--- src/rtl/pc_sequencer.sv ---
// pc_sequencer
// Control-unit FSM that walks each instruction through a fetch handshake,
// an execute/stall phase and exactly one program-counter update cycle. It
// drives the program_counter select (PS) and operand (pc_in), resolving trap,
// branch, halt and sequential advance with a fixed priority.
//
// Ports:
//   clk          system clock, rising edge
//   rst_n        asynchronous active-low reset
//   imem_ack     instruction memory has data for the current PC
//   stall        execute not ready to retire; hold in EXEC
//   br_valid     branch/jump taken, sampled in EXEC
//   br_rel       1 = PC + br_target, 0 = absolute br_target
//   br_target    branch target or two's-complement offset
//   trap         level trap request
//   halt         halt after current instruction
//   resume       leave HALT
//   imem_req     fetch request for the current PC
//   instr_valid  one-cycle pulse: fetched instruction is valid
//   fetch_err    one-cycle pulse on fetch timeout
//   PS           program_counter select: 00 hold, 01 +1, 10 load, 11 add
//   pc_in        program_counter operand
//   state        FSM state (IDLE 0, FETCH 1, EXEC 2, UPDATE 3, HALT 4)
module pc_sequencer #(
  parameter logic [31:0] TRAP_VECTOR   = 32'h0000_0004,
  parameter int unsigned FETCH_TIMEOUT = 16
) (
  input  logic        clk,
  input  logic        rst_n,
  input  logic        imem_ack,
  input  logic        stall,
  input  logic        br_valid,
  input  logic        br_rel,
  input  logic [31:0] br_target,
  input  logic        trap,
  input  logic        halt,
  input  logic        resume,
  output logic        imem_req,
  output logic        instr_valid,
  output logic        fetch_err,
  output logic [1:0]  PS,
  output logic [31:0] pc_in,
  output logic [2:0]  state
);

  typedef enum logic [2:0] {
    IDLE   = 3'd0,
    FETCH  = 3'd1,
    EXEC   = 3'd2,
    UPDATE = 3'd3,
    HALT   = 3'd4
  } state_t;

  localparam logic [1:0] PS_HOLD = 2'b00;
  localparam logic [1:0] PS_INC  = 2'b01;
  localparam logic [1:0] PS_LOAD = 2'b10;
  localparam logic [1:0] PS_ADD  = 2'b11;

  localparam bit         TIMEOUT_EN = (FETCH_TIMEOUT != 0);
  localparam logic [7:0] TIMEOUT    = 8'(FETCH_TIMEOUT);

  state_t      state_q, state_d;
  logic [7:0]  wait_q, wait_d;
  logic        req_d, iv_d, err_d;
  logic [1:0]  ps_d;
  logic [31:0] pc_in_d;

  assign state = state_q;

  // Next-state and next-output logic. Every output is computed here for the
  // state being entered and then registered, so the outputs seen in a cycle
  // always belong to the registered state of that cycle.
  always_comb begin
    state_d = state_q;
    wait_d  = wait_q;
    req_d   = 1'b0;
    iv_d    = 1'b0;
    err_d   = 1'b0;
    ps_d    = PS_HOLD;
    pc_in_d = '0;

    case (state_q)
      IDLE: begin
        state_d = FETCH;
        req_d   = 1'b1;
        wait_d  = '0;
      end

      FETCH: begin
        // A raised fetch_err marks the error cycle that follows a timeout;
        // the request is already dropped, so the trap-vector update follows.
        if (fetch_err) begin
          state_d = UPDATE;
          ps_d    = PS_LOAD;
          pc_in_d = TRAP_VECTOR;
          wait_d  = '0;
        end else if (imem_ack) begin
          state_d = EXEC;
          iv_d    = 1'b1;
          wait_d  = '0;
        end else if (TIMEOUT_EN && (wait_q + 8'd1 == TIMEOUT)) begin
          err_d  = 1'b1;
          wait_d = TIMEOUT;
        end else begin
          req_d = 1'b1;
          if (TIMEOUT_EN) wait_d = wait_q + 8'd1;
        end
      end

      EXEC: begin
        // The entry cycle (instr_valid high) hands the instruction to
        // decode/execute; its verdict is sampled from the next cycle on.
        if (!instr_valid && !stall) begin
          if (trap) begin
            state_d = UPDATE;
            ps_d    = PS_LOAD;
            pc_in_d = TRAP_VECTOR;
          end else if (br_valid) begin
            state_d = UPDATE;
            ps_d    = br_rel ? PS_ADD : PS_LOAD;
            pc_in_d = br_target;
          end else if (halt) begin
            state_d = HALT;
          end else begin
            state_d = UPDATE;
            ps_d    = PS_INC;
          end
        end
      end

      UPDATE: begin
        state_d = FETCH;
        req_d   = 1'b1;
        wait_d  = '0;
      end

      HALT: begin
        if (trap) begin
          state_d = UPDATE;
          ps_d    = PS_LOAD;
          pc_in_d = TRAP_VECTOR;
        end else if (resume) begin
          state_d = UPDATE;
          ps_d    = PS_INC;
        end
      end

      default: begin
        state_d = IDLE;
      end
    endcase
  end

  // State and output registers; reset clears everything immediately so the
  // program counter is held even if reset lands mid-update.
  always_ff @(posedge clk or negedge rst_n) begin
    if (!rst_n) begin
      state_q     <= IDLE;
      wait_q      <= '0;
      imem_req    <= 1'b0;
      instr_valid <= 1'b0;
      fetch_err   <= 1'b0;
      PS          <= PS_HOLD;
      pc_in       <= '0;
    end else begin
      state_q     <= state_d;
      wait_q      <= wait_d;
      imem_req    <= req_d;
      instr_valid <= iv_d;
      fetch_err   <= err_d;
      PS          <= ps_d;
      pc_in       <= pc_in_d;
    end
  end

endmodule
--- config.mk ---
export PLATFORM = sky130hd
export DESIGN_NAME = pc_sequencer
export DESIGN_NICKNAME = d
export VERILOG_FILES = /design/src/rtl/pc_sequencer.sv
export SDC_FILE = /design/constraint.sdc
export NUM_CORES = 1
export LEC_CHECK = 0
export BUFFER_PORTS_ARGS = -buffer_cell sky130_fd_sc_hd__buf_2
export CAP_MARGIN = 40
export CORE_MARGIN = 5
export CORE_UTILIZATION = 47
export DETAILED_ROUTE_END_ITERATION = 10
export GPL_TIMING_DRIVEN = 1
export PLACE_DENSITY = 0.91
export SLEW_MARGIN = 20
export SYNTH_ARGS = -nofsm -noshare
export SYNTH_HDL_FRONTEND = slang
export SYNTH_SLANG_ARGS = --single-unit
--- constraint.sdc ---
create_clock -name clk -period 2.65 [get_ports clk]
set_clock_uncertainty 0.2 [all_clocks]
set_input_delay 0.265 -clock clk [delete_from_list [all_inputs] [get_ports clk]]
set_output_delay 0.265 -clock clk [all_outputs]
set_load 0.02 [all_outputs]
# Word-level counts from Yosys, hierarchy flattened
# Cells that the tools add are included.
# Widths: inputs -> output; s select.
op_classes:
  n_mux: 39
  multipliers: 0
  n_eq_ne: 8
  shift: 0
  magnitude_cmp: 0
  reduce_logical: 7
  bitwise: 0
  n_div: 0
  n_addsub: 1
op_table:
  columns: ["cell", "n"]
  rows:
  - ["$mux 32", 3]
  - ["$pmux 32 s3", 1]
  - ["$mux 3", 10]
  - ["$mux 8", 3]
  - ["$pmux 8 s2", 1]
  - ["$mux 1", 13]
  - ["$pmux 3 s4", 1]
  - ["$mux 2", 5]
  - ["$add 8x1->8 const B", 1]
  - ["$eq 8x5->1 const B", 1]
  - ["$eq 3x2->1 const B", 2]
  - ["$ne 3x3->1 const B", 2]
  - ["$pmux 2 s3", 1]
  - ["$eq 3x1->1 const B", 1]
  - ["$eq 3x3->1 const B", 1]
  - ["$logic_not 3->1", 1]
  - ["$reduce_and 3->1", 1]
  - ["$logic_not 1->1", 2]
  - ["$ne 2x2->1 const B", 1]
  - ["$pmux 1 s2", 1]
  - ["$reduce_bool 2->1", 1]
  - ["$reduce_or 2->1", 1]
  - ["$logic_and 1x1->1", 1]
word_totals:
  latchBits: 0
  ram_bits: 0
  ff_bits: 48
  n_memories: 0
  word_cells: 62
  rom_bits: 0

# Longest topological paths before layout
logic_depth:
  word_depth: 6
  ltp_mapped: 6

# Least setup slack after synthesis
# OpenSTA, ideal clock, no wires.
synth_timing:
  path_kind: "register to register"
  start: "reg state_q[1] (netlist: state[1])"
  end: "reg wait_q[7]"
  period_less_slack_ns: 2.135
  setup_time_ns: 0.069
  slack_ns: 0.515
  path_buffers: 1
  required_ns: 2.381
  t_arrival_ns: 1.866
  stages_incl_launch_ff: 6
  path_cell_list: "dfrtp_1 buf_6 or4b_4 nand2b_4 or4_1 nand3_1"
synth_via:
  elab_chain_cells: 3
synth_rtl:
  columns: ["element", "line_no", "source"]
  rows:
  - ["start, declared", "62", "state_t state_q, state_d;"]
  - ["start signal, assigned", "166", "state_q <= state_d;"]
  - ["$eq 3x2->1 or $logic_not 3->1 (tied branches)", "82", "case (state_q)"]
  - ["$reduce_or 2->1 (no line)", null, null]
  - ["$pmux 8 s2 or $reduce_bool 2->1 (tied branches)", null, null]
  - ["end signal, assigned", "167", "wait_q <= wait_d;"]
  - ["end, declared", "63", "logic [7:0] wait_q, wait_d;"]
# Several ways; a longest one is shown, not always the timed one.
# A chain may end at the register's enable or synchronous reset.

# Worst setup path after layout
layout_timing:
  start: "reg state_q[2] (netlist: state[2])"
  end: "reg wait_q[1]"
# Same word-level chain as after synthesis.

==> impl_metrics.toml <==
[finish]
drive_gt1_share_pct = 35.2
nets = 322
fin_area_um2 = 2800
fillers = 308
area.growth.synth_to_final_pct = 46.3
final_cell_mix = "buf_2 (80), dfrtp_1 (48), dlygate4sd3_1 (32)"
num_antenna_cells = 0
layout_commonest_cell = "buf_2"

[die]
start_util_pct = 48.2
dieArea_um2 = 5450
die-width_um = 73.8
ios = 81
fp.dieH_um = 73.8
fp-row-count = 23
core_area_um2 = 3970

[global_route]
antenna_found_initial = 0
grt_pass1_wl_um = 7610
grt_max_degree = 29
grt-ovfl-total = 0
grt_pass1_vias = 1631
grt_use_total_pct = 18.6

[critical_path]
rrSetupSlack_ns = 0.40
start_kind = "register"
crit_fanout = 14
critPathKind = "register to register"
arrival_ns = 2.26
cp-end-kind = "register"
crit_required_ns = 2.66
startpoint = "state[2]"
r2r_start = "state[2]"

[cts]
clk_path_buf_depth = 2
cts_setup_buffers = 0
cts_resized = 0
numCtsBuffers = 5
root_buffer = "clkbuf_8"
cts_htree_levels = 2
clk_pin_slew_ns = 0.08
clkLatencyLatePin_ns = 0.29
numClockSinks = 48
hold_buffers = 31
cts_tree = "done"

[drt]
vias = 1619
drt_iter0_drc = 154
totalWireLength_um = 4740
drc = 0
ant_nets = 0
dr.pass1.iters = 4
routedWlPerCell_um = 14.3
via_per_inst = 4.89

[power]
power_leakage_uw = 0.00150
vdd.ir_drop.worst_mv = 0.454
comb_power_share_pct = 25.8
p_seq_share_pct = 49.6
switching_power_uw = 532
internal-power_uw = 1200
p_sw_share_pct = 30.6
power.density_nw_per_um2 = 620
power_frac_clock_pct = 24.6
totalPowerFinal_uw = 1740

[synth]
synth_edf_count = 0
syn-num-nets = 207
synthFlopType = "dfrtp_1"
ys_seq_elements = 48
ys_types = 36
syn_avg_cell_area_um2 = 11.6
synth_area_um2 = 1910
synth-seq-area-share_pct = 62.7
yosysWarnings = 0
synth_cells = 165
synthArstFlopShare_pct = 100

[place]
io_buffers = 80
hpwl_um = 3160
place_area_um2 = 2390
finalWeightedCongestion = 0.878

[sta]
worst_pin_slew_ns = 0.562
tns_ns = 0
setup_violations = 0
maxSlewHeadroom_pct = 62.6
post-route-period-util_pct = 84.8
fmax_mhz = 445
period_minus_slack_ns = 2.25
holdWs_ns = 0.0526
rsz0062_at_grt = "no"
final_hold_viol_count = 0
maxSlewViolCount = 0

[worst_hold_path]
min_path_type = "input pin to register"
hold_start = "trap"

[run_status]
status = "complete, no violations"

[job]
drv_cap = 0
==> stage by stage <==
| stage | setup WS (ns) | util (%) | instances |
|---|---|---|---|
| 6_report | 0.404 | 70.5 | 331 |
| 3_5_place_dp | 0.442 | 60.1 | 291 |
| 4_1_cts | 0.418 | 70.3 | 330 |
| 2_1_floorplan | 0.515 | - | 165 |
| 3_3_place_gp | 0.521 | 59.4 | 290 |
| 5_1_grt | 0.300 | 70.5 | 331 |
==> power by group through the flow <==
stage / sequential (µW) / combinational (µW) / clock (µW)
after floorplan: 906 / 237 / 0
after global placement: 871 / 391 / 0
after detailed placement: 873 / 408 / 0
after CTS: 859 / 447 / 440
after global routing: 875 / 490 / 467
final: 862 / 448 / 427
==> Yosys cell counts, drive strengths merged (3+ instances only) <==
library cell	count	area (µm²)
inv	4	15.0
dfrtp	48	1200
nand3	4	20.0
a21oi	5	25.0
nand2b	4	40.0
o21ai	12	60.1
nand2	10	37.5
clkbuf	5	18.8
nor2	10	37.5
and2	31	194
a31oi	3	18.8
==> per-layer routing <==
metal  vias to the layer above  track usage [%]  share of wire (%)
met2                        58             33.8                 55
met1                       768             21.0                 36
met5                         -                0                  0
li1                        789                -                  -
met3                         4             5.47                7.9
met4                         0             5.43                1.2
==> kinds of logic (layout without fill, tap and decap cells) <==
group           Yosys count  in the layout  synth area share, %
simple gates             75             75                 24.2
compound gates           29             29                 9.15
buf+inv                  10            126                 2.35
fa+ha+maj                 1              1                0.653
xor+xnor                  2              2                0.915
flops                    48             48                 62.7
==> worst max-delay path, cell delays in order (launching register included) <==
cell     delay, ns
dfrtp_1       0.53
or4b_4        0.62
nor2_1        0.36
o21ai_0       0.24
o21ai_0       0.22
==> final cells by class <==
type,instances,area [µm²],share of cell area (%)
Clock buffer,6,82.6,2.95
Clock inverter,2,10.0,0.357
Sequential cell,48,1200,42.9
Inverter,4,15.0,0.536
Multi-Input combinational cell,107,673,24.0
Timing Repair Buffer,114,756,27.0
Tap cell,50,62.6,2.23
==> worst paths after layout <==
path / endpoint / cells after the start
hold / removal: PS[0] / 2
max in group asynchronous: pc_in[18] / 3
setup / recovery: wait_q[1] / 4
setup reg to reg: wait_q[1] / 4
hold reg to reg: wait_q[6] / 1
min in group asynchronous: pc_in[15] / 2
==> sequential cells by signal (all words and copies together) (netlist names) <==
register	flops
PS	2
fetch_err	1
imem_req	1
instr_valid	1
pc_in	32
state	3
wait_q	8
No activity file was read; power rests on OpenSTA's default activity.
